<file path="config.mk">
export PLATFORM = sky130hd
export DESIGN_NAME = load_align_unit
export DESIGN_NICKNAME = d
export VERILOG_FILES = /design/src/rtl/load_align_unit.sv
export SDC_FILE = /design/constraint.sdc
export NUM_CORES = 1
export LEC_CHECK = 0
export BUFFER_PORTS_ARGS = -buffer_cell sky130_fd_sc_hd__buf_4
export CAP_MARGIN = 10
export CORE_MARGIN = 2
export CORE_UTILIZATION = 45
export DETAILED_ROUTE_END_ITERATION = 7
export GPL_TIMING_DRIVEN = 0
export PLACE_DENSITY = 0.67
export SLEW_MARGIN = 5
export SYNTH_ARGS = -nofsm -noshare
export SYNTH_HDL_FRONTEND = slang
export SYNTH_SLANG_ARGS = --single-unit
</file>
<file path="constraint.sdc">
create_clock -name i_clk -period 4 [get_ports i_clk]
set_input_delay 0.8 -clock i_clk [delete_from_list [all_inputs] [get_ports i_clk]]
set_output_delay 0.8 -clock i_clk [all_outputs]
set_load 0.01 [all_outputs]
</file>
<file path="src/rtl/load_align_unit.sv">
// rtl/load_align_unit.sv - sequential load unit: aligned word reads, byte extraction, sign/zero extension
//
// Accepts one load at a time, issues one aligned memory read (two when the
// access spans a memory word and splitting is enabled), then shifts and
// extends the addressed bytes according to i_fun3.
//
// Ports:
//   i_clk         clock, rising edge
//   i_rst         asynchronous active-high reset
//   i_req_valid   load request present
//   o_req_ready   unit can accept (IDLE only, low while reset is held)
//   i_fun3        load type: LB/LH/LW/LD/LBU/LHU/LWU
//   i_addr        byte address
//   o_mem_req     one-cycle read strobe
//   o_mem_addr    word-aligned read address
//   i_mem_rdata   read data, little-endian
//   i_mem_rvalid  read data valid
//   o_resp_valid  one-cycle result pulse
//   o_resp_data   extended load result, zero on fault
//   o_resp_fault  misaligned access (splitting disabled) or illegal i_fun3

module load_align_unit #(
    parameter int XLEN             = 32,
    parameter int ADDR_W           = 32,
    parameter bit ALLOW_MISALIGNED = 1'b1
) (
    input  logic              i_clk,
    input  logic              i_rst,
    input  logic              i_req_valid,
    output logic              o_req_ready,
    input  logic [2:0]        i_fun3,
    input  logic [ADDR_W-1:0] i_addr,
    output logic              o_mem_req,
    output logic [ADDR_W-1:0] o_mem_addr,
    input  logic [XLEN-1:0]   i_mem_rdata,
    input  logic              i_mem_rvalid,
    output logic              o_resp_valid,
    output logic [XLEN-1:0]   o_resp_data,
    output logic              o_resp_fault
);

    localparam int BYTES = XLEN / 8;
    localparam int OFF_W = $clog2(BYTES);

    typedef enum logic [2:0] {
        S_IDLE,
        S_ISSUE0,
        S_WAIT0,
        S_ISSUE1,
        S_WAIT1,
        S_RESP
    } state_t;

    state_t                  r_state;
    state_t                  w_state_next;

    logic [2:0]              r_fun3;
    logic [ADDR_W-1:OFF_W]   r_word_addr;
    logic [OFF_W-1:0]        r_offset;
    logic                    r_span;
    logic [XLEN-1:0]         r_word0;
    logic [XLEN-1:0]         r_resp_data;
    logic                    r_resp_fault;

    // Request decode (combinational on the incoming request)
    logic                    w_accept;
    logic [3:0]              w_req_size;
    logic [OFF_W-1:0]        w_req_offset;
    logic [4:0]              w_span_sum;
    logic                    w_req_span;
    logic                    w_illegal;
    logic                    w_misaligned;
    logic                    w_req_fault;

    // Data path
    logic [3:0]              w_size;
    logic [ADDR_W-1:0]       w_aligned;
    logic [2*XLEN-1:0]       w_pair;
    logic [OFF_W+2:0]        w_shamt;
    logic [XLEN-1:0]         w_low;
    logic [6:0]              w_nbits;
    logic [XLEN-1:0]         w_mask;
    logic                    w_sext;
    logic                    w_sign;
    logic [XLEN-1:0]         w_result;

    function automatic logic [3:0] size_of(input logic [1:0] f);
        case (f)
            2'b00:   return 4'd1;
            2'b01:   return 4'd2;
            2'b10:   return 4'd4;
            default: return 4'd8;
        endcase
    endfunction

    // ------------------------------------------------------------------
    // Request decode
    // ------------------------------------------------------------------
    always_comb begin
        w_req_size   = size_of(i_fun3[1:0]);
        w_req_offset = i_addr[OFF_W-1:0];
        w_span_sum   = 5'(w_req_offset) + 5'(w_req_size);
        w_req_span   = (w_span_sum > 5'(BYTES));
        // LD and LWU do not exist on a 32-bit datapath
        w_illegal    = (i_fun3 == 3'b111) ||
                       ((XLEN == 32) && ((i_fun3 == 3'b011) || (i_fun3 == 3'b110)));
        // Natural alignment: low address bits under the access size must be zero
        w_misaligned = ((4'({1'b0, i_addr[2:0]}) & (w_req_size - 4'd1)) != 4'd0);
        w_req_fault  = w_illegal || (!ALLOW_MISALIGNED && w_misaligned);
    end

    // ------------------------------------------------------------------
    // FSM: state register
    // ------------------------------------------------------------------
    always_ff @(posedge i_clk or posedge i_rst) begin
        if (i_rst) begin
            r_state <= S_IDLE;
        end else begin
            r_state <= w_state_next;
        end
    end

    // ------------------------------------------------------------------
    // FSM: next state and control outputs
    // ------------------------------------------------------------------
    always_comb begin
        w_state_next = r_state;
        o_req_ready  = 1'b0;
        o_mem_req    = 1'b0;
        o_mem_addr   = '0;
        o_resp_valid = 1'b0;
        w_accept     = 1'b0;

        case (r_state)
            S_IDLE: begin
                // Ready is suppressed while reset is held so no request can slip in
                o_req_ready = !i_rst;
                if (i_req_valid && !i_rst) begin
                    w_accept     = 1'b1;
                    w_state_next = w_req_fault ? S_RESP : S_ISSUE0;
                end
            end
            S_ISSUE0: begin
                o_mem_req    = 1'b1;
                o_mem_addr   = w_aligned;
                w_state_next = S_WAIT0;
            end
            S_WAIT0: begin
                if (i_mem_rvalid) begin
                    w_state_next = r_span ? S_ISSUE1 : S_RESP;
                end
            end
            S_ISSUE1: begin
                o_mem_req    = 1'b1;
                // Natural ADDR_W-bit wrap at the top of the address space
                o_mem_addr   = w_aligned + ADDR_W'(BYTES);
                w_state_next = S_WAIT1;
            end
            S_WAIT1: begin
                if (i_mem_rvalid) begin
                    w_state_next = S_RESP;
                end
            end
            S_RESP: begin
                o_resp_valid = 1'b1;
                w_state_next = S_IDLE;
            end
            default: begin
                w_state_next = S_IDLE;
            end
        endcase
    end

    // ------------------------------------------------------------------
    // Data path: concatenate, shift, mask, extend
    // ------------------------------------------------------------------
    always_comb begin
        w_size    = size_of(r_fun3[1:0]);
        w_aligned = {r_word_addr, {OFF_W{1'b0}}};
        // The second word only contributes when the access spans; in WAIT0
        // the upper half is zero so the same shifter serves both cases.
        w_pair    = (r_state == S_WAIT1) ? {i_mem_rdata, r_word0}
                                         : {{XLEN{1'b0}}, i_mem_rdata};
        w_shamt   = {r_offset, 3'b000};
        w_low     = XLEN'(w_pair >> w_shamt);
        w_nbits   = {w_size, 3'b000};
        // A shift by the full width yields zero, so LD (and LW on RV32) keeps every bit
        w_mask    = ~({XLEN{1'b1}} << w_nbits);
        w_sext    = !r_fun3[2] && (r_fun3[1:0] != 2'b11);
        case (r_fun3[1:0])
            2'b00:   w_sign = w_low[7];
            2'b01:   w_sign = w_low[15];
            2'b10:   w_sign = w_low[31];
            default: w_sign = 1'b0;
        endcase
        w_result = (w_low & w_mask) | ((w_sext && w_sign) ? ~w_mask : {XLEN{1'b0}});
    end

    // ------------------------------------------------------------------
    // Request capture, word latch and registered response
    // ------------------------------------------------------------------
    always_ff @(posedge i_clk or posedge i_rst) begin
        if (i_rst) begin
            r_fun3       <= '0;
            r_word_addr  <= '0;
            r_offset     <= '0;
            r_span       <= 1'b0;
            r_word0      <= '0;
            r_resp_data  <= '0;
            r_resp_fault <= 1'b0;
        end else begin
            case (r_state)
                S_IDLE: begin
                    if (w_accept) begin
                        r_fun3       <= i_fun3;
                        r_word_addr  <= i_addr[ADDR_W-1:OFF_W];
                        r_offset     <= w_req_offset;
                        r_span       <= w_req_span;
                        r_resp_data  <= '0;
                        r_resp_fault <= w_req_fault;
                    end
                end
                S_WAIT0: begin
                    if (i_mem_rvalid) begin
                        if (r_span) begin
                            r_word0 <= i_mem_rdata;
                        end else begin
                            r_resp_data <= w_result;
                        end
                    end
                end
                S_WAIT1: begin
                    if (i_mem_rvalid) begin
                        r_resp_data <= w_result;
                    end
                end
                S_RESP: begin
                    r_resp_data  <= '0;
                    r_resp_fault <= 1'b0;
                end
                default: begin
                end
            endcase
        end
    end

    assign o_resp_data  = r_resp_data;
    assign o_resp_fault = r_resp_fault;

endmodule

</file>
==> results of run 1 <==
[synthesized netlist by cell type, types with 5 or more instances]
library cell  number
dfrtp_1          104
mux2_2            75
mux2i_1           60
nor2_1            47
nand2_1           36
a21oi_1           24
nand3_1           24
xnor2_1           20
clkbuf_1          18
inv_1             17
nor3_1            16
a222oi_1          14
buf_2             13
o21ai_0           13
and3_1            10
xor2_1             9
a221o_1            8
a22oi_1            8
nand4_1            8
o221ai_1           6
and4_1             5
nand2b_1           5
[cell families (layout without fill, tap and decap cells)]
group	count (synthesis)	after routing	synth area share (%)
AOI/OAI and AO/OA	89	89	10.6
xor gates and xnor gates	29	29	4.13
adders and majority gates	4	4	0.937
DFF	104	104	42.3
muxes	136	136	23.9
and+or+nand+nor	169	169	13.8
buffers and inverters	56	209	4.23
other	1	2	0.0610
[sequential cells by signal (all words and copies together) (netlist names)]
register / cells
o_resp_data: 32
r_word_addr: 30
r_offset: 2
r_span: 1
r_fun3: 3
r_word0: 32
r_state: 3
o_resp_fault: 1
[stage by stage]
stage,util [%],std cells,worst slack [ns]
global placement,55.6,901,-0.798
CTS,58.6,918,0.860
detailed placement,55.8,902,1.24
finish,58.6,918,0.860
global route,58.6,918,0.705
floorplan,-,589,0.468
[cell usage in the layout, fill, tap and decap left out, types with 13 or more instances in the layout]
master    Yosys  layout
buf_4         3     139
nand3_1      24      24
nor2_1       47      47
mux2_2       75      75
a222oi_1     14      14
inv_1        17      16
buf_2        13      13
nand2_1      36      36
clkbuf_1     18      19
o21ai_0      13      13
mux2i_1      60      60
dfrtp_1     104     104
xnor2_1      20      20
a21oi_1      24      24
nor3_1       16      16
[layout make-up]
| class | instances | area share [%] |
|---|---|---|
| Multi-Input combinational cell | 429 | 42.2 |
| Timing Repair Buffer | 137 | 13.5 |
| Tap cell | 176 | 2.83 |
| Clock inverter | 5 | 1.64 |
| Buffer | 38 | 2.47 |
| Inverter | 18 | 0.899 |
| Clock buffer | 11 | 3.12 |
| Sequential cell | 104 | 33.4 |
[routing by layer]
layer,global-route usage [%],vias to the layer above,part of all wire [%]
met5,0,-,0
li1,-,2447,-
met1,33.8,2662,43
met2,38.4,226,47
met4,10.5,0,2.8
met3,3.95,38,6.5
[worst max path at each step]
stage                         startpoint             end  slack, ns  depth (start not counted)
after floorplan                    i_rst  o_resp_data[0]       0.47                          1
after global placement             i_rst      r_word0[1]      -0.80                          2
after detailed placement  r_word_addr[7]  o_mem_addr[22]       1.24                          7
after CTS                 r_word_addr[7]  o_mem_addr[22]       0.86                          7
after global routing      r_word_addr[7]  o_mem_addr[28]       0.70                          7
final                         r_state[1]  o_mem_addr[29]       0.86                          8
[power breakdown]
part / switching (mW) / internal, mW / leakage [nW]
Clock: 0.394 / 0.693 / 0.176
Combinational: 1.37 / 1.28 / 2.23
Sequential: 0.407 / 1.52 / 1.30
Total: 2.17 / 3.50 / 3.70
[critical path, delay by kind of cell, from the launching register on]
family | cells | cell delay (ns)
flops | 1 | 0.41
buf+inv | 3 | 0.51
xor+xnor | 1 | 0.19
simple gates | 4 | 0.88
==> reports/qor.txt, run 1 <==
status = finished, final reports clean
H-Tree Depth = 3
DP HPWL = 13300 µm
fmax = 318 MHz
Worst Hold End = o_resp_data[7]
Seq/Total Area, Yosys = 42.3%
leakage = 3.70 nW
Yosys cell types = 55
synth top area cells = dfrtp_1, mux2_2, mux2i_1, nor2_1, xnor2_1
post-cts resize count = 0
asr flop ratio synth = 100%
final setup violation count = 0
Die Span X = 121 µm
worst-margin pin slew = 0.807 ns
Pre-Repair DR Iteration Count = 5
Post-DRT Antenna Nets = 0
layout cells sized above 1 = 34.5%
Mapped Avg Cell Area = 10.5 µm²
Required @ worst endpoint = 3.20 ns
Fin. Hold Viols = 0
worst hold slack = 0.504 ns
Area Overhead vs Synth = 26.8%
Power, Total = 5.67 mW
Worst Hold Path Cells = 1
1st-iter DRT viols = 569
Mapped Area = 0.00615 mm²
grt ovf = 0
Critical R2R Capture = o_resp_data[27]
Max Slew Vio Count = 0
later-pin clock latency in the skew report = 0.35 ns
Design Area, Final = 0.00779 mm²
PortBufs = 136
DR WL/cell = 19.1 µm
Final Cycle Share = 78.5%
filler cell count = 1173
Root Buffer = clkbuf_16
Pwr Density = 728 mW/mm²
cells along the critical path = buf_6 -> nand3_1 -> or2_2 -> buf_2 -> nor4b_1 -> xnor2_1 -> nor2_1 -> buf_4
Core ar. = 0.0133 mm²
cts bufs inserted = 9
Rows = 42
Slowest Stage Delay on Critical Path = 0.44 ns
area of the multi-input gates = 0.00329 mm²
# IOs = 139
crit path DAT = 2.34 ns
gr usage total = 24.6%
vias per cell = 5.85
antenna cells = 0
global-route wire length before repair = 28000 µm
clock skew = 0.0116 ns
initial antenna violation count = 0
vias in the first global route = 5463
critical path fanouts, max = 10
number of flops mapped to enable cells by yosys = 0
Worst Reg-to-Reg Cells = 7
clock sinks = 104
final setup TNS = 0 ns
Clock Path Buffers = 2
Gate Count Post-Synth = 588
pin count of the biggest net entering global routing = 68
CTS clk-pin slew, worst paths = 0.07 ns
CP startpoint kind = register
CP Class = register to primary output
CTS tree = done
Slew headroom = 46.2%
Placer Congestion = 0.903
Yosys top cell area share = 42.3%
FF-to-FF setup slack = 1.59 ns
Hold Crit Start = o_resp_data[7]
Die Ht = 121 µm
# DRC = 0
Critical R2R Launch = r_state[0]
maxcap violations = 0
net count reported at finish = 812
#FFs+latches synth = 104
Starting Density = 46.2%
post-CTS setup buffers = 0
CP max-delay cell = nor4b_1
post-synth top area cell = dfrtp_1
Hold Crit Class = register to register
Most used DFF post-synth = dfrtp_1
area of the die = 0.0146 mm²
FF/Latch Area = 0.00260 mm²
RSZ-0062 raised after global routing = no
Tmin final = 3.14 ns
routed via count = 5373
dpl cell area = 0.00742 mm²
CP Capture Type = primary output
total wire length = 17600 µm
Ys Warns = 0
cts hold-fix bufs = 0
Max VDD drop = 0.000315 V
Note: power is estimated with default switching activity, not from simulation.
==> run 2: changes to the inputs <==
clock period = 3.1 ns   (was 4 ns; I/O delays follow)
==> run 2 against run 1 <==
  * Non-clock buffer count is 1 higher
  * Core utilization is 0.085 points lower
  * Register-to-register slack worse by 0.87 ns
  * Clock skew is 0.0013 ns higher
  * Count of clock-buffer cells in the layout is 2 lower
  * Global-route usage hardly changed
  * Critical endpoint is now o_mem_addr[24]
  * Largest cell class unchanged
==> reports/qor.txt, run 2 (synthesized netlist as in run 1, its figures left out) <==
H-Tree Depth = 3 (unchanged)
Starting Density = 46.2% (unchanged)
Fin. Hold Viols = 0 (unchanged)
Slew headroom = 44.5% (-1.8 points)
clock sinks = 104 (unchanged)
global-route wire length before repair = 27600 µm (-1.5%)
CP startpoint kind = register
dpl ws = 0.543 ns (-0.695 ns)
Root Buffer = clkbuf_16
CP Capture Type = primary output
final setup TNS = 0 ns (unchanged)
Rows = 42 (unchanged)
grt ovf = 0 (unchanged)
Die Ht = 121 µm (unchanged)
Setup crit end = o_mem_addr[24]
1st-iter DRT viols = 510 (-10%)
Placer Congestion = 0.885 (-1.9%)
Die Span X = 121 µm (unchanged)
PortBufs = 136 (unchanged)
Required @ worst endpoint = 2.48 ns (-0.72 ns)
# IOs = 139 (unchanged)
RSZ-0062 raised after global routing = no
area of the die = 0.0146 mm² (unchanged)
status = finished, final reports clean
pin count of the biggest net entering global routing = 42 (-38%)
Final Cycle Share = 95.3%
post-CTS setup buffers = 0 (unchanged)
final setup violation count = 0 (unchanged)
vias per cell = 5.87 (+0.30%)
antenna cells = 0 (unchanged)
total wire length = 18000 µm (+2.6%)
cts bufs inserted = 9 (unchanged)
most frequent cells in the layout = buf_4, dfrtp_1, mux2_2
area of the multi-input gates = 0.00329 mm² (unchanged)
initial antenna violation count = 0 (unchanged)
Post-DRT Antenna Nets = 0 (unchanged)
cts hold-fix bufs = 0 (unchanged)
CTS tree = done
vias in the first global route = 5316 (-2.7%)
Worst Reg-to-Reg Cells = 7 (unchanged)
Critical R2R Capture = o_resp_data[26]
filler cell count = 1171 (-0.17%)
DP HPWL = 13500 µm (+0.92%)
setup ws final = 0.146 ns (-0.714 ns)
post-cts resize count = 0 (unchanged)
worst-margin pin slew = 0.827 ns (+0.0199 ns)
FF-to-FF setup slack = 0.72 ns (-0.87 ns)
Pre-Repair DR Iteration Count = 8 (+3)
maxcap violations = 0 (unchanged)
later-pin clock latency in the skew report = 0.36 ns (about the same)
FF/Latch Area = 0.00260 mm² (unchanged)
routed via count = 5395 (+0.41%)
Critical R2R Launch = r_state[0]
gr usage total = 24.5% (-0.040 points)
leakage = 3.70 nW (-0.12%)
CP Class = register to primary output
Max Slew Vio Count = 0 (unchanged)
CTS clk-pin slew, worst paths = 0.08 ns (about the same)
Area Overhead vs Synth = 26.6%
Tmin final = 2.95 ns
Clock Path Buffers = 2 (unchanged)
critical path fanouts, max = 10 (unchanged)
# DRC = 0 (unchanged)
Pwr Density = 933 mW/mm² (+28%)
crit path DAT = 2.33 ns (about the same)
fmax = 339 MHz
clock skew = 0.0129 ns (+0.00132 ns)
Max VDD drop = 0.000563 V (+79%)
net count reported at finish = 813 (+0.12%)
DR WL/cell = 19.6 µm (+2.5%)
Core ar. = 0.0133 mm² (unchanged)
Hold Crit Class = primary input to asynchronous set/reset pin
layout cells sized above 1 = 34.9% (+0.36 points)
Critical Path Start = r_word_addr[11]
commonest non-fill, non-tap cell in the layout = buf_4
[run 2: cell count changes in the layout (fill, tap and decap cells not counted), sizes merged]
cell / change
buf: +1
clkinvlp: +1
bufinv: -1
clkinv: +2
clkbuf: -2
[run 2: cell type report]
| cell class | count | share of cell area (%) |
|---|---|---|
| clock inverters | 7 | 1.53 |
| plain buffers | 38 | 2.49 |
| inverters | 18 | 0.917 |
| multi-input cells | 429 | 42.2 |
| repair buffers | 138 | 13.6 |
| flip-flops and latches | 104 | 33.5 |
| well taps | 176 | 2.83 |
| clock buffers | 9 | 2.89 |
[run 2: through the flow]
| stage | area [µm²] | cells | hold slack, ns | util [%] | total power [mW] |
|---|---|---|---|---|---|
| 3_5_place_dp | 7430 | 903 | 0.471 | 55.9 | 5.89 |
| 6_report | 7780 | 919 | 0.357 | 58.5 | 7.26 |
| 3_3_place_gp | 7390 | 901 | 0.468 | 55.6 | 5.79 |
| 4_1_cts | 7780 | 919 | 0.365 | 58.5 | 7.24 |
| 5_1_grt | 7780 | 919 | 0.390 | 58.5 | 7.66 |
| 2_1_floorplan | 6150 | 589 | 0.479 | - | 4.69 |
[run 2: how the worst min path moves through the flow]
stage	from	endpoint	slack [ns]
2_1_floorplan	r_word0[10]	r_word0[10]	0.48
3_3_place_gp	o_resp_data[7]	o_resp_data[7]	0.47
3_5_place_dp	o_resp_data[7]	o_resp_data[7]	0.47
4_1_cts	i_rst	o_resp_fault	0.37
5_1_grt	i_rst	o_resp_fault	0.39
6_report	i_rst	o_resp_data[5]	0.36
[run 2: power by group]
| part | internal (mW) | switching [mW] | leakage [nW] |
|---|---|---|---|
| clock | 0.792 | 0.534 | 0.167 |
| sequential | 1.96 | 0.531 | 1.30 |
| combinational | 1.66 | 1.77 | 2.23 |
[run 2: worst max-delay path, cell delays in order, from the launching register on]
cell	delay, ns
dfrtp_1	0.43
and4_1	0.31
nand4_1	0.27
clkbuf_2	0.28
nor3_1	0.30
xnor2_1	0.16
nor2_1	0.06
buf_4	0.17
[run 2: metal layers]
layer | GRT usage (%) | vias up | routed length, µm
met5 | 0 | - | 0
met4 | 6.40 | 0 | 307
met3 | 5.45 | 22 | 1040
met2 | 40.7 | 210 | 8830
met1 | 32.5 | 2703 | 7820
li1 | - | 2460 | -
==> run 3: changes to the inputs <==
CELL_PAD_IN_SITES_DETAIL_PLACEMENT = 1   (was not set)
CELL_PAD_IN_SITES_GLOBAL_PLACEMENT = 2   (was not set)
CORE_UTILIZATION = 34   (was 45)
PLACE_DENSITY = 0.79   (was 0.67)
REMOVE_ABC_BUFFERS = 1   (was not set)
==> run 3 against run 2 <==
  * Critical path depth decreased by 1
  * Via count decreased by 5.2%
  * First-iteration DRC count decreased by 45%
  * Final cell count increased by 2.5%
  * Hold slack got worse by 0.097 ns
  * Sequential cell count unchanged
  * Combinational power decreased by 4%
  * Register-to-register slack got worse by 0.50 ns
  * Clock skew decreased by 0.0031 ns
  * Non-clock buffer count decreased by 29
  * Clock power decreased by 5%
==> reports/qor.txt, run 3 (synthesized netlist as in run 1, its figures left out) <==
Pre-Repair DR Iteration Count = 5 (-3)
vias per cell = 5.43 (-7.5%)
cells along the critical path = nand3_1 -> or2_2 -> nor4b_1 -> xnor2_1 -> nor2_1 -> buf_4
total wire length = 18600 µm (+3.4%)
Max VDD drop = 0.000360 V (-36%)
setup ws final = 0.171 ns (+0.0251 ns)
RSZ-0062 raised after global routing = no
grt ovf = 0 (unchanged)
Hold Crit Class = primary input to asynchronous set/reset pin
CP Capture Type = primary output
status = finished, final reports clean
Final Util = 43.8% (-15 points)
initial antenna violation count = 0 (unchanged)
Placer Congestion = 0.797 (-9.9%)
area of the die = 0.0192 mm² (+31%)
CP Class = register to primary output
non-filler cells, final = 942 (+2.5%)
worst hold slack = 0.261 ns (-0.0968 ns)
CP startpoint kind = register
DR WL/cell = 19.8 µm (+0.92%)
Pwr Density = 926 mW/mm² (-0.69%)
CP max-delay cell = dfrtp_2
filler cell count = 1981 (+69%)
Power, Total = 7.24 mW (-0.27%)
Post-DRT Antenna Nets = 0 (unchanged)
Rows = 49 (+17%)
clock skew = 0.00982 ns (-0.00309 ns)
commonest non-fill, non-tap cell in the layout = buf_4
most frequent cells in the layout = buf_4, dfrtp_1, mux2_2
final setup violation count = 0 (unchanged)
leakage = 3.68 nW (-0.62%)
maxcap violations = 0 (unchanged)
Required @ worst endpoint = 2.48 ns (about the same)
Die Span X = 138 µm (+15%)
Worst Reg-to-Reg Cells = 4 (-3)
Design Area, Final = 0.00781 mm² (+0.42%)
final setup TNS = 0 ns (unchanged)
CTS tree = done
placed insts = 923 (+2.2%)
Tmin final = 2.93 ns (-0.0251 ns)
cts bufs inserted = 9 (unchanged)
H-Tree Depth = 3 (unchanged)
Root Buffer = clkbuf_16
DP HPWL = 13600 µm (+1.0%)
Die Ht = 138 µm (+15%)
Slowest Stage Delay on Critical Path = 0.60 ns (+0.17 ns)
layout cells sized above 1 = 35.8% (+0.91 points)
antenna cells = 0 (unchanged)
Final Cycle Share = 94.5% (-0.81 points)
later-pin clock latency in the skew report = 0.36 ns (about the same)
vias in the first global route = 5446 (+2.4%)
pin count of the biggest net entering global routing = 74 (+76%)
critical path fanouts, max = 20 (+10)
# DRC = 0 (unchanged)
Clock Path Buffers = 2 (unchanged)
Critical R2R Capture = o_resp_data[31]
FF-to-FF setup slack = 0.22 ns (-0.50 ns)
Max Slew Vio Count = 0 (unchanged)
CTS clk-pin slew, worst paths = 0.08 ns (about the same)
1st-iter DRT viols = 283 (-45%)
global-route wire length before repair = 30100 µm (+8.9%)
Starting Density = 34.4% (-12 points)
clock sinks = 104 (unchanged)
crit path DAT = 2.31 ns (-0.02 ns)
# IOs = 139 (unchanged)
Fin. Hold Viols = 0 (unchanged)
Area Overhead vs Synth = 27.1%
Slew headroom = 22.5% (-22 points)
Core ar. = 0.0178 mm² (+34%)
Critical R2R Launch = r_offset[1]
routed via count = 5117 (-5.2%)
PortBufs = 136 (unchanged)
dpl ws = -0.126 ns (-0.669 ns)
worst-margin pin slew = 1.15 ns (+0.327 ns)
gr usage total = 19.6% (-4.9 points)
net count reported at finish = 784 (-3.6%)
dpl cell area = 0.00744 mm² (about the same)
fmax = 341 MHz (+0.86%)
run 3: where the power goes:
part	total (mW)	leakage, nW	internal [mW]	switching, mW
clock	1.27	0.161	0.736	0.538
sequential	2.68	1.29	1.97	0.709
combinational	3.28	2.22	1.70	1.58
run 3: layout make-up:
type | instances | area [µm²] | area share [%]
clock buffer | 10 | 239 | 3.06
sequential | 104 | 2610 | 33.3
tap | 229 | 287 | 3.67
timing repair buffer | 147 | 1200 | 15.4
clock inverter | 5 | 88.8 | 1.14
multi-input combinational | 429 | 3310 | 42.4
inverter | 18 | 73.8 | 0.945
run 3: worst max path at each step:
| stage | from | to |
|---|---|---|
| final | r_state[1] | o_mem_addr[29] |
| after global routing | r_state[1] | o_mem_addr[29] |
| after CTS | r_state[2] | o_resp_data[18] |
| after detailed placement | r_offset[1] | o_resp_data[14] |
| after global placement | i_rst | r_word0[24] |
| after floorplan | i_rst | o_resp_data[0] |
run 3: worst max-delay path, delay by kind of cell (launching register included):
kind	cells	cell delay (ns)
buffers and inverters	1	0.14
AND/OR/NAND/NOR	4	1.04
XOR/XNOR	1	0.17
flip-flops	1	0.60
run 3: per-layer routing:
metal | GRT usage (%) | share of wire (%)
met1 | 25.1 | 44
met2 | 33.5 | 49
met3 | 3.98 | 5.5
met4 | 5.85 | 1.3
met5 | 0 | 0
run 3: repair_timing:
action / CTS / global route
pin swaps: 1 / 0
setup buffers: 1 / 2
hold buffers: 0 / 0
setup endpoints to repair: 18 / 19
gates resized for setup: 3 / 0
